File: config.mk
export PLATFORM = sky130hd
export DESIGN_NAME = conv8x8_pool_flat
export DESIGN_NICKNAME = d
export VERILOG_FILES = /design/src/rtl/conv8x8_pool_pkg.sv /design/src/rtl/conv8x8_pool_if.sv /design/src/rtl/conv8x8_pool_mac3x3.sv /design/src/rtl/conv8x8_pool.sv /design/src/flat_wrapper.sv
export SDC_FILE = /design/constraint.sdc
export NUM_CORES = 2
export LEC_CHECK = 0
export BUFFER_PORTS_ARGS = -buffer_cell sky130_fd_sc_hd__buf_2
export CAP_MARGIN = 20
export CELL_PAD_IN_SITES_DETAIL_PLACEMENT = 2
export CELL_PAD_IN_SITES_GLOBAL_PLACEMENT = 2
export CORE_MARGIN = 2
export CORE_UTILIZATION = 42
export DETAILED_ROUTE_END_ITERATION = 7
export GPL_TIMING_DRIVEN = 0
export PLACE_DENSITY_LB_ADDON = 0.1
export RECOVER_POWER = 25
export SETUP_SLACK_MARGIN = 0.02
export SYNTH_ARGS = -nofsm -noshare
export SYNTH_HDL_FRONTEND = slang
export SYNTH_SLANG_ARGS = --single-unit
File: constraint.sdc
create_clock -name clk -period 3.9 [get_ports clk]
set_clock_uncertainty 0.2 [all_clocks]
set_input_delay 0.195 -clock clk [delete_from_list [all_inputs] [get_ports clk]]
set_output_delay 0.195 -clock clk [all_outputs]
set_load 0.05 [all_outputs]
File: src/rtl/conv8x8_pool_pkg.sv
// Shared widths and bit-index helpers for the 8x8 conv + 2x2 max-pool block.
package conv_pkg;

  localparam int PIX_W  = 2;
  localparam int WGT_W  = 2;
  localparam int IMG_N  = 8;
  localparam int K_N    = 3;
  localparam int CONV_N = 6;
  localparam int POOL_N = 3;
  localparam int ACC_W  = 8;

  localparam int IMG_W = IMG_N * IMG_N * PIX_W;
  localparam int KER_W = K_N * K_N * WGT_W;
  localparam int OUT_W = POOL_N * POOL_N * ACC_W;

  function automatic int pix_lsb(input int r, input int c);
    return IMG_N * PIX_W * r + PIX_W * c;
  endfunction

  function automatic int wgt_lsb(input int i, input int j);
    return K_N * WGT_W * i + WGT_W * j;
  endfunction

  function automatic int out_lsb(input int pr, input int pc);
    return POOL_N * ACC_W * pr + ACC_W * pc;
  endfunction

endpackage

File: src/rtl/conv8x8_pool_if.sv
// Frame-parallel data bus: image and kernel toward the block, pooled map back.
interface conv8x8_pool_if;
  import conv_pkg::*;

  logic [IMG_W-1:0] in;
  logic [KER_W-1:0] filter;
  logic [OUT_W-1:0] out;

  modport master (output in, output filter, input out);
  modport slave  (input in, input filter, output out);
endinterface

File: src/rtl/conv8x8_pool_mac3x3.sv
// Combinational 9-tap unsigned dot product; window and kernel share the same tap layout.
module conv_mac3x3
  import conv_pkg::*;
(
  input  logic [KER_W-1:0] window,
  input  logic [KER_W-1:0] kernel,
  output logic [ACC_W-1:0] sum
);

  logic [PIX_W+WGT_W-1:0] prod [K_N*K_N];

  for (genvar k = 0; k < K_N*K_N; k++) begin : g_tap
    assign prod[k] = {{WGT_W{1'b0}}, window[WGT_W*k +: PIX_W]}
                   * {{PIX_W{1'b0}}, kernel[WGT_W*k +: WGT_W]};
  end

  // 9 * max(9) = 81 fits in 8 bits, so the accumulation never wraps
  always_comb begin
    sum = '0;
    for (int k = 0; k < K_N*K_N; k++) begin
      sum = sum + {{(ACC_W-PIX_W-WGT_W){1'b0}}, prod[k]};
    end
  end

endmodule

File: src/rtl/conv8x8_pool.sv
// 3x3 valid conv over an 8x8 2-bit frame followed by 2x2 max-pool; 2-stage pipeline.
// CONV8X8_IN_REG_EN adds an input register in front of the conv stage (latency 3).
module conv8x8_pool
  import conv_pkg::*;
(
  input logic            clk,
  input logic            rst_n,
  conv8x8_pool_if.slave  bus
);

  logic [IMG_W-1:0] img;
  logic [KER_W-1:0] flt;

`ifdef CONV8X8_IN_REG_EN
  logic [IMG_W-1:0] img_q;
  logic [KER_W-1:0] flt_q;

  always_ff @(posedge clk or negedge rst_n) begin
    if (!rst_n) begin
      img_q <= '0;
      flt_q <= '0;
    end else begin
      img_q <= bus.in;
      flt_q <= bus.filter;
    end
  end

  assign img = img_q;
  assign flt = flt_q;
`else
  assign img = bus.in;
  assign flt = bus.filter;
`endif

  // Gather the 3x3 neighbourhood at (r,c) into the same tap order as the kernel
  function automatic logic [KER_W-1:0] window_at(input logic [IMG_W-1:0] frame,
                                                 input int r, input int c);
    logic [KER_W-1:0] w;
    w = '0;
    for (int i = 0; i < K_N; i++) begin
      for (int j = 0; j < K_N; j++) begin
        w[wgt_lsb(i, j) +: PIX_W] = frame[pix_lsb(r + i, c + j) +: PIX_W];
      end
    end
    return w;
  endfunction

  function automatic logic [ACC_W-1:0] max4(input logic [ACC_W-1:0] a, input logic [ACC_W-1:0] b,
                                            input logic [ACC_W-1:0] c, input logic [ACC_W-1:0] d);
    logic [ACC_W-1:0] m0;
    logic [ACC_W-1:0] m1;
    m0 = (a > b) ? a : b;
    m1 = (c > d) ? c : d;
    return (m0 > m1) ? m0 : m1;
  endfunction

  logic [ACC_W-1:0] conv_d [CONV_N*CONV_N];
  logic [ACC_W-1:0] conv_q [CONV_N*CONV_N];

  for (genvar r = 0; r < CONV_N; r++) begin : g_row
    for (genvar c = 0; c < CONV_N; c++) begin : g_col
      logic [KER_W-1:0] win;
      assign win = window_at(img, r, c);

      conv_mac3x3 u_mac (
        .window (win),
        .kernel (flt),
        .sum    (conv_d[r*CONV_N + c])
      );
    end
  end

  always_ff @(posedge clk or negedge rst_n) begin
    if (!rst_n) begin
      for (int k = 0; k < CONV_N*CONV_N; k++) conv_q[k] <= '0;
    end else begin
      for (int k = 0; k < CONV_N*CONV_N; k++) conv_q[k] <= conv_d[k];
    end
  end

  logic [OUT_W-1:0] pool_d;
  logic [OUT_W-1:0] pool_q;

  always_comb begin
    pool_d = '0;
    for (int pr = 0; pr < POOL_N; pr++) begin
      for (int pc = 0; pc < POOL_N; pc++) begin
        pool_d[out_lsb(pr, pc) +: ACC_W] = max4(conv_q[(2*pr)*CONV_N + 2*pc],
                                                conv_q[(2*pr)*CONV_N + 2*pc + 1],
                                                conv_q[(2*pr+1)*CONV_N + 2*pc],
                                                conv_q[(2*pr+1)*CONV_N + 2*pc + 1]);
      end
    end
  end

  always_ff @(posedge clk or negedge rst_n) begin
    if (!rst_n) pool_q <= '0;
    else        pool_q <= pool_d;
  end

  assign bus.out = pool_q;

endmodule

File: src/flat_wrapper.sv
// flat-port wrapper written by rule: the top's interface ports become plain ports
module conv8x8_pool_flat import conv_pkg::*;
  (clk, rst_n, bus_in, bus_filter, bus_out);
  conv8x8_pool_if bus_i ();
  input logic clk;
  input logic rst_n;
  input wire logic [$bits(bus_i.in)-1:0] bus_in;
  input wire logic [$bits(bus_i.filter)-1:0] bus_filter;
  output wire logic [$bits(bus_i.out)-1:0] bus_out;
  assign bus_i.in = bus_in;
  assign bus_i.filter = bus_filter;
  assign bus_out = bus_i.out;
  conv8x8_pool u_core (.clk(clk), .rst_n(rst_n), .bus(bus_i));
endmodule
==> results.py, run 1 <==
metrics = {
    "sta": {
        "worst-ep-kind": "register data pin",
        "grt_worst_setup_endpoint": "u_core.conv_q[182]$_DFF_PN0_/D",
    },
    "yosys": {
        "synth_compound_area_share_pct": 3.74,
        "synth_top_family_by_area": "adder cells",
        "synth_fa_ha_area_share_pct": 53.9,
        "ys_seq_area_share_pct": 13.4,
        "postSynthCellCount": 6176,
        "ys_types": 48,
        "ys_warn_count": 0,
        "synthMuxAreaShare_pct": 2.97,
        "synth_top_flop_cell": "dfrtp_1",
        "synth_edf_count": 0,
        "async_flop_share_pct": 100,
        "avgSynthCellArea_um2": 9.54,
        "ys_seq_elements": 315,
        "synth-simple-area-share_pct": 13.1,
        "synthesis.area_mm2": 0.0589,
        "synth_xor_area_share_pct": 1.07,
    },
    "status": {
        "status": "aborted with a tool error",
        "flow.stopped_at": "5_1_grt",
        "tool.error": "[ERROR GRT-0232] Routing congestion too high. Check the congestion heatmap in the GUI.",
    },
    "global_routing": {
        "gr-total-overflow": 36,
        "gr-usage-all-layers_pct": 66.9,
        "grt_max_degree": 113,
    },
    "floorplanning": {
        "io_pins": 220,
        "row_count": 137,
        "die_x_um": 379,
        "die_h_um": 379,
        "start_util_pct": 42.3,
    },
    "clock_tree": {
        "clockBufferDepth": 3,
        "cts_root_buf": "clkbuf_16",
        "clkSinkCount": 315,
        "cts_buffers": 44,
        "htreeDepth": 2,
    },
    "placed_design": {
        "routabilityCongestion": 0.989,
        "portBuffers": 188,
        "dpl-instance-area_mm2": 0.0655,
        "dpl.hpwl_um": 210000,
    },
}
[what timing repair did]
| item | CTS |
|---|---|
| cloned | 15 |
| gates resized for setup | 525 |
| buffers inserted | 177 |
| pin swaps | 90 |
| hold buffers | 22 |
| setup endpoints to repair | 204 |
| endpoints found under the hold margin | 123 |
[cells in the mapped netlist (4+ instances only)]
library cell  number  share of area [%]
a21o_1            71               0.90
a21oi_1          103               0.87
a21oi_2            8               0.12
a2bb2oi_2          4               0.10
and2_1           679                7.2
buf_4              9               0.11
clkbuf_1         213                1.4
dfrtp_1          315                 13
fa_1             972                 33
ha_1             981                 21
inv_1           1635                 10
mux2i_1          175                3.0
nand2_1          644                4.1
nand2b_1          24               0.25
nand3_1           45               0.38
nand4_1           25               0.27
nor2_1            16               0.10
nor2b_1           44               0.47
o2111ai_1          6              0.089
o211ai_1          17               0.22
o21a_1             6              0.076
o21ai_0           31               0.26
o21ai_4           16               0.44
o221ai_1           7               0.10
o221ai_2           7               0.18
o22ai_1            6              0.064
o32ai_1            7               0.10
or2_2             16               0.17
xnor2_1           60               0.89
xor2_1            12               0.18
[metrics by stage]
stage / TNS (ps) / std cells / util [%] / hold slack (ps) / setup slack [ps]
after floorplan: -59460 / 6184 / - / -301 / -600
after CTS: -21690 / 8550 / 51.8 / 5.00 / -280
after detailed placement: -300560 / 8258 / 47.0 / 116 / -2010
after global placement: -1629500 / 8248 / 46.8 / 373 / -3920
[metal layers]
layer  overflow  track usage, %
met3          0            46.7
met5          0            24.2
met1          0            66.9
met2         14            87.0
met4         22            65.6
[cells by family after synthesis]
logic type      Yosys count
compound gates          301
xor+xnor                 72
fa+ha+maj              1953
buf+inv                1859
flops                   315
mux                     175
other cells               1
simple gates           1500
==> run 2, diff against run 1 <==
--- a/config.mk
+++ b/config.mk
@@ -7,15 +7,12 @@
 export LEC_CHECK = 0
 export BUFFER_PORTS_ARGS = -buffer_cell sky130_fd_sc_hd__buf_2
 export CAP_MARGIN = 20
-export CELL_PAD_IN_SITES_DETAIL_PLACEMENT = 2
-export CELL_PAD_IN_SITES_GLOBAL_PLACEMENT = 2
 export CORE_MARGIN = 2
-export CORE_UTILIZATION = 42
+export CORE_UTILIZATION = 40
 export DETAILED_ROUTE_END_ITERATION = 7
 export GPL_TIMING_DRIVEN = 0
-export PLACE_DENSITY_LB_ADDON = 0.1
+export PLACE_DENSITY_LB_ADDON = 0.15
 export RECOVER_POWER = 25
-export SETUP_SLACK_MARGIN = 0.02
 export SYNTH_ARGS = -nofsm -noshare
 export SYNTH_HDL_FRONTEND = slang
 export SYNTH_SLANG_ARGS = --single-unit
==> results.py, run 2 <==
metrics = {
    "clock_tree": {
        "clkSinkCount": 315,
        "htreeDepth": 2,
        "cts_tree": "yes",
        "cts_root_buf": "clkbuf_16",
        "clockBufferDepth": 3,
        "clk_pin_slew_worst_paths_ps": 50,
        "cts_buffers": 44,
        "clock_latency_ps": 640,
    },
    "setup_path": {
        "startpoint": "bus_filter[12]",
        "end_kind": "register",
        "worstPathArrival_ps": 4510,
        "path_max_fanout": 7,
        "ff2ff_setup_slack_ps": 290,
        "r2r_start": "u_core.conv_q[161]",
        "crit_required_ps": 4210,
        "worstSetupPathType": "primary input to register",
        "start_kind": "primary input",
        "r2r-end": "u_core.bus.out[32]",
        "critPathCapture": "u_core.conv_q[126]",
        "reg2regPathDepth": 15,
    },
    "sta": {
        "hold_violations": 0,
        "tightestPinTransition_ps": 2660,
        "slew_violations": 103,
        "rsz0062_at_grt": "true",
        "setup_viol_count_final": 133,
        "setup_slack_ps": -305,
        "fmax_ghz": 0.238,
        "fin_crit_ps": 4210,
        "finalCritPeriodShare_pct": 108,
        "slew_headroom_pct": -77.2,
    },
    "placed_design": {
        "routabilityCongestion": 1.01,
        "dpl-instance-area_mm2": 0.0657,
        "portBuffers": 188,
        "dpl.hpwl_um": 183000,
        "dp_cells": 8307,
    },
    "min_path": {
        "hp-class": "primary input to register",
        "worstHoldPathCells": 5,
    },
    "yosys": {
        "synth_top_flop_cell": "dfrtp_1",
        "synth.most_common_cell": "inv_1",
        "synth_top_area_cell": "fa_1",
        "avgSynthCellArea_um2": 9.54,
        "synthesis.area_mm2": 0.0589,
        "synth_edf_count": 0,
        "async_flop_share_pct": 100,
        "synthTopCellsByCount": "1,635 x inv_1, 981 x ha_1, 972 x fa_1",
        "synth.top_cell.area_share_pct": 33.0,
        "ys_seq_elements": 315,
        "postSynthCellCount": 6176,
        "ys_types": 48,
        "ys_warn_count": 0,
        "ys_seq_area_share_pct": 13.4,
        "synth_area_leaders": "fa_1 33%, ha_1 21%, dfrtp_1 13%, inv_1 10%, and2_1 7.2%",
    },
    "detailed_routing": {
        "drtIter0Drc": 4050,
        "drc": 0,
        "routed_via_density": 5.33,
        "routed_wirelength_um": 257000,
        "vias": 47300,
        "post_drt_wl_per_cell_um": 29.0,
        "drt-pass1-iter-count": 6,
        "ant_nets": 0,
    },
    "power_and_ir_drop": {
        "seqPwrFrac_pct": 11.2,
        "switchingPower_uw": 26100,
        "p_int_uw": 28100,
        "netSwitchingFraction_pct": 48.1,
        "max-vdd-ir-drop_mv": 0.566,
        "power.total_uw": 54100,
        "p_clk_share_pct": 8.0,
        "p_leak_uw": 0.0390,
        "p_per_area_mw_per_mm2": 708,
        "p_comb_share_pct": 80.8,
    },
    "layout": {
        "fillers": 13200,
        "top_register": "u_core.conv_q",
        "nets": 8940,
        "final_cell_mix": "1,395 x inv_1, 854 x ha_1, 618 x fa_1",
        "multiInputGateArea_mm2": 0.0475,
        "final_common_cell": "inv_1",
        "largest_reg_flops": 252,
        "stdcell_count": 8868,
        "ff_latch_area_mm2": 0.00788,
        "drive_gt1_share_pct": 28.2,
        "postLayoutCoreUtil_pct": 52.4,
        "synthToLayoutAreaGrowth_pct": 29.8,
        "stdcell_area_mm2": 0.0765,
    },
    "global_routing": {
        "gr-usage-all-layers_pct": 33.5,
        "grt_pass1_wl_um": 350000,
        "gr-total-overflow": 0,
        "antenna_found_initial": 77,
        "grt_max_degree": 110,
        "grt_pass1_vias": 48200,
    },
    "run": {
        "maxCapViolCount": 1,
    },
    "floorplanning": {
        "io_pins": 220,
        "die_h_um": 388,
        "core-area_mm2": 0.146,
        "dieArea_mm2": 0.150,
        "start_util_pct": 40.4,
        "row_count": 140,
        "die_x_um": 388,
    },
    "status": {
        "violations": "capacitance limit, slew limit, setup timing",
        "status": "complete, but fails checks",
    },
}
==> run 2: worst min path at each step <==
stage                       start            endpoint  slack [ps]
3_3_place_gp   u_core.conv_q[278]   u_core.bus.out[6]         420
6_report            bus_filter[8]    u_core.conv_q[0]          10
5_1_grt             bus_filter[8]    u_core.conv_q[0]          10
3_5_place_dp                rst_n  u_core.bus.out[37]          90
2_1_floorplan               rst_n   u_core.bus.out[0]        -300
4_1_cts                     rst_n  u_core.bus.out[37]          20
==> run 2: cell type report <==
type                       count  share of cell area (%)
multi-input combinational   4010                    62.1
buffer                       224                    5.71
timing repair buffer         609                    8.45
inverter                    1635                    8.02
sequential                   315                    10.3
antenna                       79                   0.258
clock inverter                21                   0.388
tap                         1917                    3.14
clock buffer                  58                    1.64
==> run 2: power by group through the flow <==
stage          Clock (uW)  Sequential, uW  Combinational [uW]
6_report             4340            6050               43700
5_1_grt              4610            6220               48900
4_1_cts              4510            6060               40200
3_5_place_dp            0            6090               38300
3_3_place_gp            0            6090               37700
2_1_floorplan           0            6850               27300
==> run 2: worst max-delay path, stage by stage <==
cell and delay (ps):
clkbuf_16 150, clkbuf_4 270, buf_8 210, and2_1 300
ha_1 250, fa_2 450, ha_1 280, inv_1 50
fa_1 470, fa_1 520, inv_1 40, ha_1 270
ha_2 170, inv_2 40, fa_2 410, nor2b_1 130
o21ai_1 60, nand2b_1 200
==> run 2: routing by layer <==
layer | vias to the layer above | share of wire (%) | wire length [um] | track usage, %
met5 | - | 0.14 | 372 | 0
met3 | 966 | 12 | 31600 | 11.1
met4 | 28 | 8.5 | 21800 | 21.4
li1 | 19900 | - | - | -
met2 | 2805 | 42 | 109000 | 50.4
met1 | 23600 | 37 | 94600 | 41.2
==> run 2: stage by stage <==
step                hold slack, ps  setup WS (ps)  TNS (ps)
global placement               416          -3950  -1592740
finish                        11.9           -305    -19220
detailed placement            91.4          -1850   -271800
global route                  15.0           -338    -28630
floorplan                     -301           -600    -59530
CTS                           17.4           -224    -13360
==> run 2: logic make-up after synthesis <==
group | count (synthesis) | synth area share, %
muxes | 175 | 2.97
and+or+nand+nor | 1500 | 13.1
adders and majority gates | 1953 | 53.9
other | 1 | 0.00636
buffers and inverters | 1859 | 11.9
DFF | 315 | 13.4
xor gates and xnor gates | 72 | 1.07
AOI/OAI and AO/OA | 301 | 3.74
==> run 2: what timing repair did <==
item | CTS | global route
buffers inserted | 191 | 150
gates resized for setup | 534 | 571
endpoints found under the setup margin | 196 | 145
gates cloned | 16 | 25
hold buffers | 23 | 0
hold endpoints to repair | 119 | 0
pin swaps | 130 | 396
(Power assumes the default switching activity.)
